### config.mk
export PLATFORM = sky130hd
export DESIGN_NAME = pe_acc_drain
export DESIGN_NICKNAME = d
export VERILOG_FILES = /design/src/rtl/pe_pkg.sv /design/src/rtl/pe_requant.sv /design/src/rtl/pe_acc_drain.sv
export SDC_FILE = /design/constraint.sdc
export NUM_CORES = 2
export LEC_CHECK = 0
export BUFFER_PORTS_ARGS = -buffer_cell sky130_fd_sc_hd__buf_4
export CORE_MARGIN = 5
export CORE_UTILIZATION = 30
export CTS_CLUSTER_SIZE = 16
export DETAILED_ROUTE_END_ITERATION = 6
export PLACE_DENSITY_LB_ADDON = 0.2
export SLEW_MARGIN = 20
export SYNTH_ARGS = -nofsm -noshare
export SYNTH_HDL_FRONTEND = slang
export SYNTH_SLANG_ARGS = --single-unit
export TNS_END_PERCENT = 100
### constraint.sdc
create_clock -name i_clk -period 6.1 [get_ports i_clk]
set_clock_uncertainty 0.2 [all_clocks]
set_input_delay 0 -clock i_clk [delete_from_list [all_inputs] [get_ports i_clk]]
set_output_delay 0 -clock i_clk [all_outputs]
set_load 0.01 [all_outputs]
### src/rtl/pe_pkg.sv
// Shared definitions for the PE accumulator read-out path: drain FSM state
// encoding, default lane widths and the beat-count helper.
package pe_pkg;

  // Drain FSM: IDLE waits for a finished accumulation, SEND streams beats.
  typedef enum logic {
    ST_IDLE = 1'b0,
    ST_SEND = 1'b1
  } state_e;

  // Default output lane width and the matching accumulator lane width.
  localparam int PE_DATA_WIDTH = 8;
  localparam int ACC_WIDTH     = 2 * PE_DATA_WIDTH;

  // Number of output beats needed to stream every accumulator lane.
  function automatic int calc_beats(input int copies, input int lanes);
    return copies / lanes;
  endfunction

endpackage

### src/rtl/pe_requant.sv
// Single-lane requantizer: arithmetic right shift with round-half-up,
// optional ReLU, then saturation to a signed DATA_WIDTH result.
// Purely combinational.
module pe_requant
  import pe_pkg::*;
#(
  parameter int DATA_WIDTH = PE_DATA_WIDTH,
  parameter int SHIFT_W    = 4
) (
  input  logic signed [2*DATA_WIDTH-1:0] i_acc,
  input  logic        [SHIFT_W-1:0]      i_shift,
  input  logic                           i_relu_en,
  output logic signed [DATA_WIDTH-1:0]   o_q
);

  localparam int ACC_W = 2 * DATA_WIDTH;
  // One guard bit so the rounding bias can never wrap the accumulator value.
  localparam int EXT_W = ACC_W + 1;

  localparam logic signed [EXT_W-1:0] MAX_V = EXT_W'((1 <<< (DATA_WIDTH - 1)) - 1);
  localparam logic signed [EXT_W-1:0] MIN_V = -MAX_V - EXT_W'(1);

  // Add half an LSB of the shifted result, then shift arithmetically.
  function automatic logic signed [EXT_W-1:0] round_shift(
    input logic signed [ACC_W-1:0]   x,
    input logic        [SHIFT_W-1:0] s
  );
    logic signed [EXT_W-1:0] ext;
    logic signed [EXT_W-1:0] bias;
    ext  = {x[ACC_W-1], x};
    bias = '0;
    if (s != '0) begin
      bias = EXT_W'(1) <<< (s - 1'b1);
    end
    return (ext + bias) >>> s;
  endfunction

  // Clamp negative values to zero when ReLU is enabled.
  function automatic logic signed [EXT_W-1:0] relu(
    input logic signed [EXT_W-1:0] v,
    input logic                    en
  );
    if (en && v[EXT_W-1]) begin
      return '0;
    end
    return v;
  endfunction

  // Saturate to the signed output range.
  function automatic logic signed [DATA_WIDTH-1:0] saturate(
    input logic signed [EXT_W-1:0] v
  );
    logic signed [EXT_W-1:0] c;
    if (v > MAX_V) begin
      c = MAX_V;
    end else if (v < MIN_V) begin
      c = MIN_V;
    end else begin
      c = v;
    end
    return c[DATA_WIDTH-1:0];
  endfunction

  // Full requantization chain for this lane.
  always_comb begin
    o_q = saturate(relu(round_shift(i_acc, i_shift), i_relu_en));
  end

endmodule

### src/rtl/pe_acc_drain.sv
// Read-out end of the PE accumulator array. Snapshots all accumulator lanes
// when accumulation completes, clears the accumulator on the same edge, and
// streams requantized lanes OUT_LANES per beat over valid/ready. A done that
// lines up with the final handshake recaptures without an idle bubble; a
// done arriving at any other point of a drain is dropped and flagged.
module pe_acc_drain
  import pe_pkg::*;
#(
  parameter int DATA_WIDTH  = 8,
  parameter int DATA_COPIES = 32,
  parameter int OUT_LANES   = 8,
  parameter int SHIFT_W     = 4
) (
  input  logic                                i_clk,
  input  logic                                i_rst_n,
  input  logic [DATA_COPIES*2*DATA_WIDTH-1:0] i_acc_result,
  input  logic                                i_acc_done,
  input  logic [SHIFT_W-1:0]                  i_shift,
  input  logic                                i_relu_en,
  output logic                                o_acc_clear,
  output logic [OUT_LANES*DATA_WIDTH-1:0]     o_data,
  output logic                                o_data_vld,
  input  logic                                i_data_rdy,
  output logic                                o_data_last,
  output logic                                o_busy,
  output logic                                o_drop
);

  localparam int ACC_W     = 2 * DATA_WIDTH;
  localparam int BEATS     = calc_beats(DATA_COPIES, OUT_LANES);
  localparam int BEAT_W    = (BEATS > 1) ? $clog2(BEATS) : 1;
  localparam int BEAT_BITS = OUT_LANES * ACC_W;

  if ((DATA_COPIES % OUT_LANES) != 0) begin : g_bad_lanes
    $error("pe_acc_drain: DATA_COPIES must be a multiple of OUT_LANES");
  end

  state_e                         state_q,  state_d;
  logic [BEAT_W-1:0]              beat_q,   beat_d;
  logic [DATA_COPIES*ACC_W-1:0]   shadow_q, shadow_d;
  logic [SHIFT_W-1:0]             shift_q,  shift_d;
  logic                           relu_q,   relu_d;
  logic                           drop_q,   drop_d;

  logic                           is_send;
  logic                           last_beat;
  logic                           handshake;
  logic                           accept;
  logic [BEAT_BITS-1:0]           beat_lanes;
  logic [OUT_LANES*DATA_WIDTH-1:0] data_w;

  assign is_send   = (state_q == ST_SEND);
  assign last_beat = is_send && (beat_q == BEAT_W'(BEATS - 1));
  assign handshake = is_send && i_data_rdy;
  // A new snapshot fits only when idle or when the final beat leaves this cycle.
  assign accept    = i_acc_done && (!is_send || (handshake && last_beat));

  assign o_acc_clear = accept;
  assign o_data_vld  = is_send;
  assign o_data_last = last_beat;
  assign o_busy      = is_send;
  assign o_drop      = drop_q;
  assign o_data      = data_w;

  // Next-state logic: capture on accept, otherwise advance on each handshake.
  always_comb begin
    state_d  = state_q;
    beat_d   = beat_q;
    shadow_d = shadow_q;
    shift_d  = shift_q;
    relu_d   = relu_q;
    drop_d   = i_acc_done && !accept;
    if (accept) begin
      shadow_d = i_acc_result;
      shift_d  = i_shift;
      relu_d   = i_relu_en;
      beat_d   = '0;
      state_d  = ST_SEND;
    end else if (handshake) begin
      if (last_beat) begin
        beat_d  = '0;
        state_d = ST_IDLE;
      end else begin
        beat_d = beat_q + BEAT_W'(1);
      end
    end
  end

  // State, beat counter, snapshot and drop flag registers.
  always_ff @(posedge i_clk or negedge i_rst_n) begin
    if (!i_rst_n) begin
      state_q  <= ST_IDLE;
      beat_q   <= '0;
      shadow_q <= '0;
      shift_q  <= '0;
      relu_q   <= 1'b0;
      drop_q   <= 1'b0;
    end else begin
      state_q  <= state_d;
      beat_q   <= beat_d;
      shadow_q <= shadow_d;
      shift_q  <= shift_d;
      relu_q   <= relu_d;
      drop_q   <= drop_d;
    end
  end

  // Select the group of shadow lanes belonging to the current beat.
  always_comb begin
    beat_lanes = '0;
    for (int b = 0; b < BEATS; b++) begin
      if (beat_q == BEAT_W'(b)) begin
        beat_lanes = shadow_q[b*BEAT_BITS +: BEAT_BITS];
      end
    end
  end

  for (genvar j = 0; j < OUT_LANES; j++) begin : g_lane
    pe_requant #(
      .DATA_WIDTH (DATA_WIDTH),
      .SHIFT_W    (SHIFT_W)
    ) u_requant (
      .i_acc     (beat_lanes[j*ACC_W +: ACC_W]),
      .i_shift   (shift_q),
      .i_relu_en (relu_q),
      .o_q       (data_w[j*DATA_WIDTH +: DATA_WIDTH])
    );
  end

endmodule

---- After elaboration in Yosys (flattened, before gate mapping) ----
Cells that the tools add are included.
Widths: inputs -> output; s select.
word-level totals
  flip-flop bits (word level) ............. 521
  latch bits .............................. 0
  bits in writable memories ............... 0
  bits in read-only memories .............. 0
  input port bits ......................... 521
  output and inout port bits .............. 69
  word-level logic and storage cells ...... 116
  memories kept ........................... 0
cells by class
  add/sub/neg operators ................... 10
  $mul .................................... 0
  divide/modulo/power cells ............... 0
  $lt $le $gt $ge ......................... 16
  equal/unequal tests ..................... 3
  shifts and indexed selects .............. 9
  muxes and demuxes ....................... 51
  bitwise operators ....................... 0
  reduce and logical (&&, ||, !) cells .... 21
operators with widths
  operator               count
  $mux 128               4
  $mux 17                17
  $add 16x17->17         8
  $gt 17x8->1 const B    8
  $lt 17x8->1 const B    8
  $sshr 17x4->17         8
  $mux 8                 16
  $sshl 2x4->17 const A  1
  $logic_and 1x1->1      13
  $mux 1                 11
  $mux 2                 3
  $eq 2x2->1 const B     2
  $reduce_bool 2->1      2
  $reduce_bool 4->1      1
  $sub 4x1->4 const B    1
  $add 2x1->2 const B    1
  $eq 2x1->1 const B     1
  $logic_not 1->1        2
  $logic_not 2->1        1
  $reduce_and 2->1       1
  $logic_or 1x1->1       1

---- Depth between registers and ports, before layout ----
  depth in word-level cells ............... 13
  mapped depth ............................ 29
  depth with buffers taken out ............ 22

---- Modules after synthesis ----
Synthesis repeated with hierarchy kept, for this count alone.
unflattened totals
  cell total of the unflattened synthesis .. 3,907
  area total of the unflattened synthesis .. 38,264.2 µm²
by module, submodules not included
  module                                times used  cells each  area each (µm²)  sequential area each (µm²)
  pe_acc_drain                          1           1,578       22,102.4         13,037.5
  pe_requant (g_lane[0].u_requant ...)  4           292         2,013.2          0.0
  pe_requant (g_lane[5].u_requant ...)  2           295         2,019.4          0.0
  pe_requant (g_lane[6].u_requant)      1           281         2,128.3          0.0
  pe_requant (g_lane[4].u_requant)      1           290         1,941.9          0.0

---- Worst setup path before layout ----
OpenSTA, ideal clock, no wires.
  kind .................................... register -> output
  start point ............................. register shift_q[2]
  end point ............................... output o_data[18]
  arrival ................................. 6.046 ns
  data required time ...................... 5.900 ns
  setup slack ............................. -0.146 ns
  cell stages (with the launch flop) ...... 23
  path through ............................ dfrtp_1 -> buf_2 -> clkbuf_1 -> clkbuf_1 -> buf_1 -> buf_1 -> clkbuf_1 -> clkbuf_1 -> nand2_1 -> nor2_1 -> ha_1 -> clkbuf_1 -> nand2_1 -> a211oi_1 -> and3b_1 -> a221oi_1 -> xor2_1 -> a2bb2o_2 -> nor4_4 -> nand4_1 -> or4_1 -> o311a_1 -> a31o_1
on the way
  longest elaborated chain between the ends .. 11
ends and longest elaborated chain
  what                    RTL line             RTL
  from (decl)             pe_acc_drain.sv:41   logic [SHIFT_W-1:0] shift_q, shift_d;
  from (signal assigned)  pe_acc_drain.sv:102  shift_q <= shift_d;
  $sub 4x1->4             pe_requant.sv:33     bias = EXT_W'(1) <<< (s - 1'b1);
  $sshl 2x4->17           pe_requant.sv:33
  $mux 17                 pe_requant.sv:32     if (s != '0) begin
  $add 16x17->17          pe_requant.sv:35     return (ext + bias) >>> s;
  $sshr 17x4->17 (*)      pe_requant.sv:35
  $logic_and 1x1->1       pe_requant.sv:43     if (en && v[EXT_W-1]) begin
  $mux 1                  pe_requant.sv:43
  $mux 17 (*)             pe_requant.sv:46     return v;
  $lt 17x8->1             pe_requant.sv:56     end else if (v < MIN_V) begin
  $mux 8                  pe_requant.sv:56
  $mux 8 (*)              pe_requant.sv:54     if (v > MAX_V) begin
  to (decl)               pe_acc_drain.sv:21   output logic [OUT_LANES*DATA_WIDTH-1:0] o_data,
Mark *: on every way between the ends. The rest lies on a longest branch, timed or not.

---- Worst setup path in the final report ----
  start point ............................. register beat_q[0]
  end point ............................... output o_data[56]
on the way
  longest elaborated chain between the ends .. 13
ends and longest elaborated chain
  what                    RTL line             RTL
  from (decl)             pe_acc_drain.sv:39   logic [BEAT_W-1:0] beat_q, beat_d;
  from (signal assigned)  pe_acc_drain.sv:100  beat_q <= beat_d;
  $logic_not 2->1         pe_acc_drain.sv:112  if (beat_q == BEAT_W'(b)) begin
  $mux 128 (3 in a row)   pe_acc_drain.sv:112
  $mux 128 (*)            pe_acc_drain.sv:112
  $add 16x17->17 (*)      pe_requant.sv:35
  $sshr 17x4->17 (*)      pe_requant.sv:35
  $logic_and 1x1->1       pe_requant.sv:43
  $mux 1                  pe_requant.sv:43
  $mux 17 (*)             pe_requant.sv:46
  $lt 17x8->1             pe_requant.sv:56
  $mux 8                  pe_requant.sv:56
  $mux 8 (*)              pe_requant.sv:54
Marked as above.

==> flow_summary.ini <==
[status]
status = finished, violations left
violations = setup timing

[route]
drt-total-wl_um = 200000
drt_first_pass_iters = 5
drcViolationCount = 0
ant_nets = 0
drt-initial-drc-count = 3673
drt-wirelength-per-cell_um = 24.9
viasPerCell = 5.48
via_count = 43875

[synthesis]
yosysWarnings = 0
ys.flop_type = dfrtp_1
syn_area_mm2 = 0.0388
synth-simple-area-share_pct = 14.5
synth_top_area_share_pct = 33.6
synth_cells = 4309
syn_avg_cell_area_um2 = 9.00
synth_area_leaders = dfrtp_1, mux2_2, nand2_1
ys_types = 103
ys_ff_latch = 521
synth_fa_ha_area_share_pct = 3.41
yosys.area.top_type = dfrtp_1
synth-compound-area-share_pct = 23.3
synth_mux_area_share_pct = 18.7
synth_edf_count = 0
synth_xor_area_share_pct = 2.68
synthArstFlopShare_pct = 100
synth_top_family_by_area = compound AO/OA/AOI/OAI gates
yosysSeqAreaShare_pct = 33.6

[timing]
rsz0062_at_grt = yes
finalWorstSetupSlack_ns = -0.0388
fin_crit_ns = 6.14
setup_violations = 1
period_share_pct = 101
fin_setup_tns_ns = -0.0388
fmax_mhz = 163
relSlewSlack_pct = 32.4
finalHoldViolCount = 0
timing.final.max_slew_violations = 0
worst_slew_pin_slew_ns = 1.01

[worst_setup_path]
critPathCaptureType = output pin
worstSetupStartpointType = register
rr_worst_depth = 9
required_ns = 5.90
cp.arrival_ns = 5.94
critPathKind = reg -> out
worstPathMaxFanout = 8

[grt]
use_met3_pct = 4.25
track_usage_pct = 27.3
grt_busiest_layer = met2
grt_overflow = 0
met1_usage_pct = 37.9
grt_antenna_before_repair = 52
grt_pass1_vias = 43640
grt_util_met2_pct = 43.7
grt_pass1_wl_um = 286000
grt_max_degree = 126

[clock_tree]
htree_levels = 2
cts_tree = done
clock_latency_ns = 0.62
clk_pin_slew_ns = 0.06
cts_max_path_buffers = 3
cts_sinks = 521
root_buffer = clkbuf_16
numCtsBuffers = 57

[min_path]
worstHoldPathCells = 3
min_path_type = in -> reg

[cells_and_area]
final_cell_mix = dlygate4sd3_1, buf_4, mux2_2
design_area_mm2 = 0.0635
area.growth.synth_to_final_pct = 63.8
final_common_cell = dlygate4sd3_1
drive_gt1_share_pct = 35.2
nNetsFinal = 6797

[placed_design]
place_area_mm2 = 0.0473
portBuffers = 589
hpwl_um = 142000
pre_cts_ws_ns = -0.241
globalplace.congestion = 0.961

[power_and_ir_drop]
p_leak_nw = 27.0
peakVddDrop_mv = 0.309
power_density_mw_per_mm2 = 711

[floorplanning]
row_count = 132
start_util_pct = 30.1
die_x_um = 370
num_io_pins = 590
die_y_um = 370
die_area_mm2 = 0.137
coreArea_mm2 = 0.129

[flow_run]
maxCapViolations = 0
-- report_power, final --
part,switching [mW],internal (mW),leakage [nW]
clock,1.54,1.96,0.911
combinational,20.1,15.1,19.8
sequential,1.24,5.22,6.25
-- sequential cells by signal, indices dropped and copies added, names as in the netlist --
register  count
shadow_q    512
beat_q        2
relu_q        1
o_drop        1
o_busy        1
shift_q       4
-- kinds of logic (layout without fill, tap and decap cells) --
group / after synthesis / after routing
flip-flops: 521 / 521
AO/OA/AOI/OAI: 1351 / 1351
multiplexers: 627 / 627
XOR/XNOR: 118 / 118
AND/OR/NAND/NOR: 1210 / 1210
other: 1 / 60
adder cells (fa/ha/maj): 107 / 107
buffers and inverters: 374 / 2277
-- worst paths after layout --
| path | from | end | slack (ns) |
|---|---|---|---|
| worst max-delay path | beat_q[0]$_DFFE_PN0P_ | o_data[56] | -0.04 |
| worst min-delay path | i_acc_result[326] | shadow_q[326]$_DFFE_PN0P_ | 0.02 |
| worst max register to register | beat_q[0]$_DFFE_PN0P_ | shadow_q[106]$_DFFE_PN0P_ | 2.25 |
| worst min register to register | shadow_q[454]$_DFFE_PN0P_ | shadow_q[454]$_DFFE_PN0P_ | 0.30 |
| max in group asynchronous | i_rst_n | shadow_q[322]$_DFFE_PN0P_ | 4.52 |
| min in group asynchronous | i_rst_n | shadow_q[419]$_DFFE_PN0P_ | 0.49 |
-- stage by stage --
| stage | hold WS, ns | cells | utilization [%] | power (mW) |
|---|---|---|---|---|
| floorplan | -0.496 | 4316 | - | 23.0 |
| global placement | -0.0819 | 6699 | 36.7 | 35.7 |
| detailed placement | -0.0687 | 6699 | 36.7 | 35.8 |
| CTS | 0.00348 | 7898 | 47.4 | 41.9 |
| global route | 0.00186 | 8006 | 49.2 | 47.7 |
| finish | 0.0183 | 8013 | 49.3 | 45.2 |
-- metal layers --
layer	share of wire, %	routed length, um
met5	0.034	67
met4	3.3	6630
met3	6.5	13100
met2	46	91300
met1	44	88500
-- worst max-delay path, cell delays in order (launching register included) --
cell	delay, ns
dfrtp_2	0.46
inv_4	0.09
ha_4	0.22
buf_6	0.17
nand2_1	0.06
nor2_1	0.11
a21oi_1	0.06
nor2_1	0.15
a21oi_2	0.07
o21ai_2	0.13
buf_4	0.15
ha_2	0.30
a21o_1	0.24
a31o_4	0.24
a211o_4	0.36
buf_4	0.16
nor4_4	0.18
nand4b_1	0.22
buf_4	0.16
a211oi_4	0.04
o22ai_2	0.28
buf_4	0.16
nand4b_1	0.16
o41ai_4	0.44
a21oi_4	0.17
o31ai_4	0.28
buf_4	0.15
buf_4	0.11
-- layout make-up --
type / count / area (um^2)
antenna: 52 / 130
clock buffer: 77 / 1590
clock inverter: 25 / 245
fill: 11711 / 65400
inverter: 55 / 218
multi-input combinational: 3421 / 26700
sequential: 521 / 13100
tap: 1742 / 2180
timing repair buffer: 2120 / 19400
-- Yosys cell counts (17+ instances only) --
library cell  instances
mux2_2              541
dfrtp_1             521
nand2_1             424
nor2_1              354
a21oi_1             317
o21ai_0             311
clkbuf_1            223
ha_1                100
xnor2_1              86
a211oi_1             80
nand3_1              79
a21o_1               65
mux2i_1              62
a31oi_1              60
nor3_1               59
a221o_1              52
inv_1                52
o211ai_1             51
buf_1                48
nor2b_1              41
o22ai_1              39
buf_2                38
o31ai_1              38
and3_1               35
and2_1               33
o21a_1               33
a221oi_1             32
xor2_1               31
or3_1                25
mux4_2               24
nand2b_1             24
nand4_1              22
or2_2                22
a31o_2               21
a22oi_1              18
nand3b_1             17
nor4_1               17
-- timing repair --
action	in CTS	in global routing
gates cloned	6	7
setup buffers	55	61
pin swaps	63	111
endpoints found under the setup margin	56	56
gates resized for setup	253	370
hold buffers	1036	0
hold endpoints to repair	809	0
Note: power is estimated with default switching activity, not from simulation.
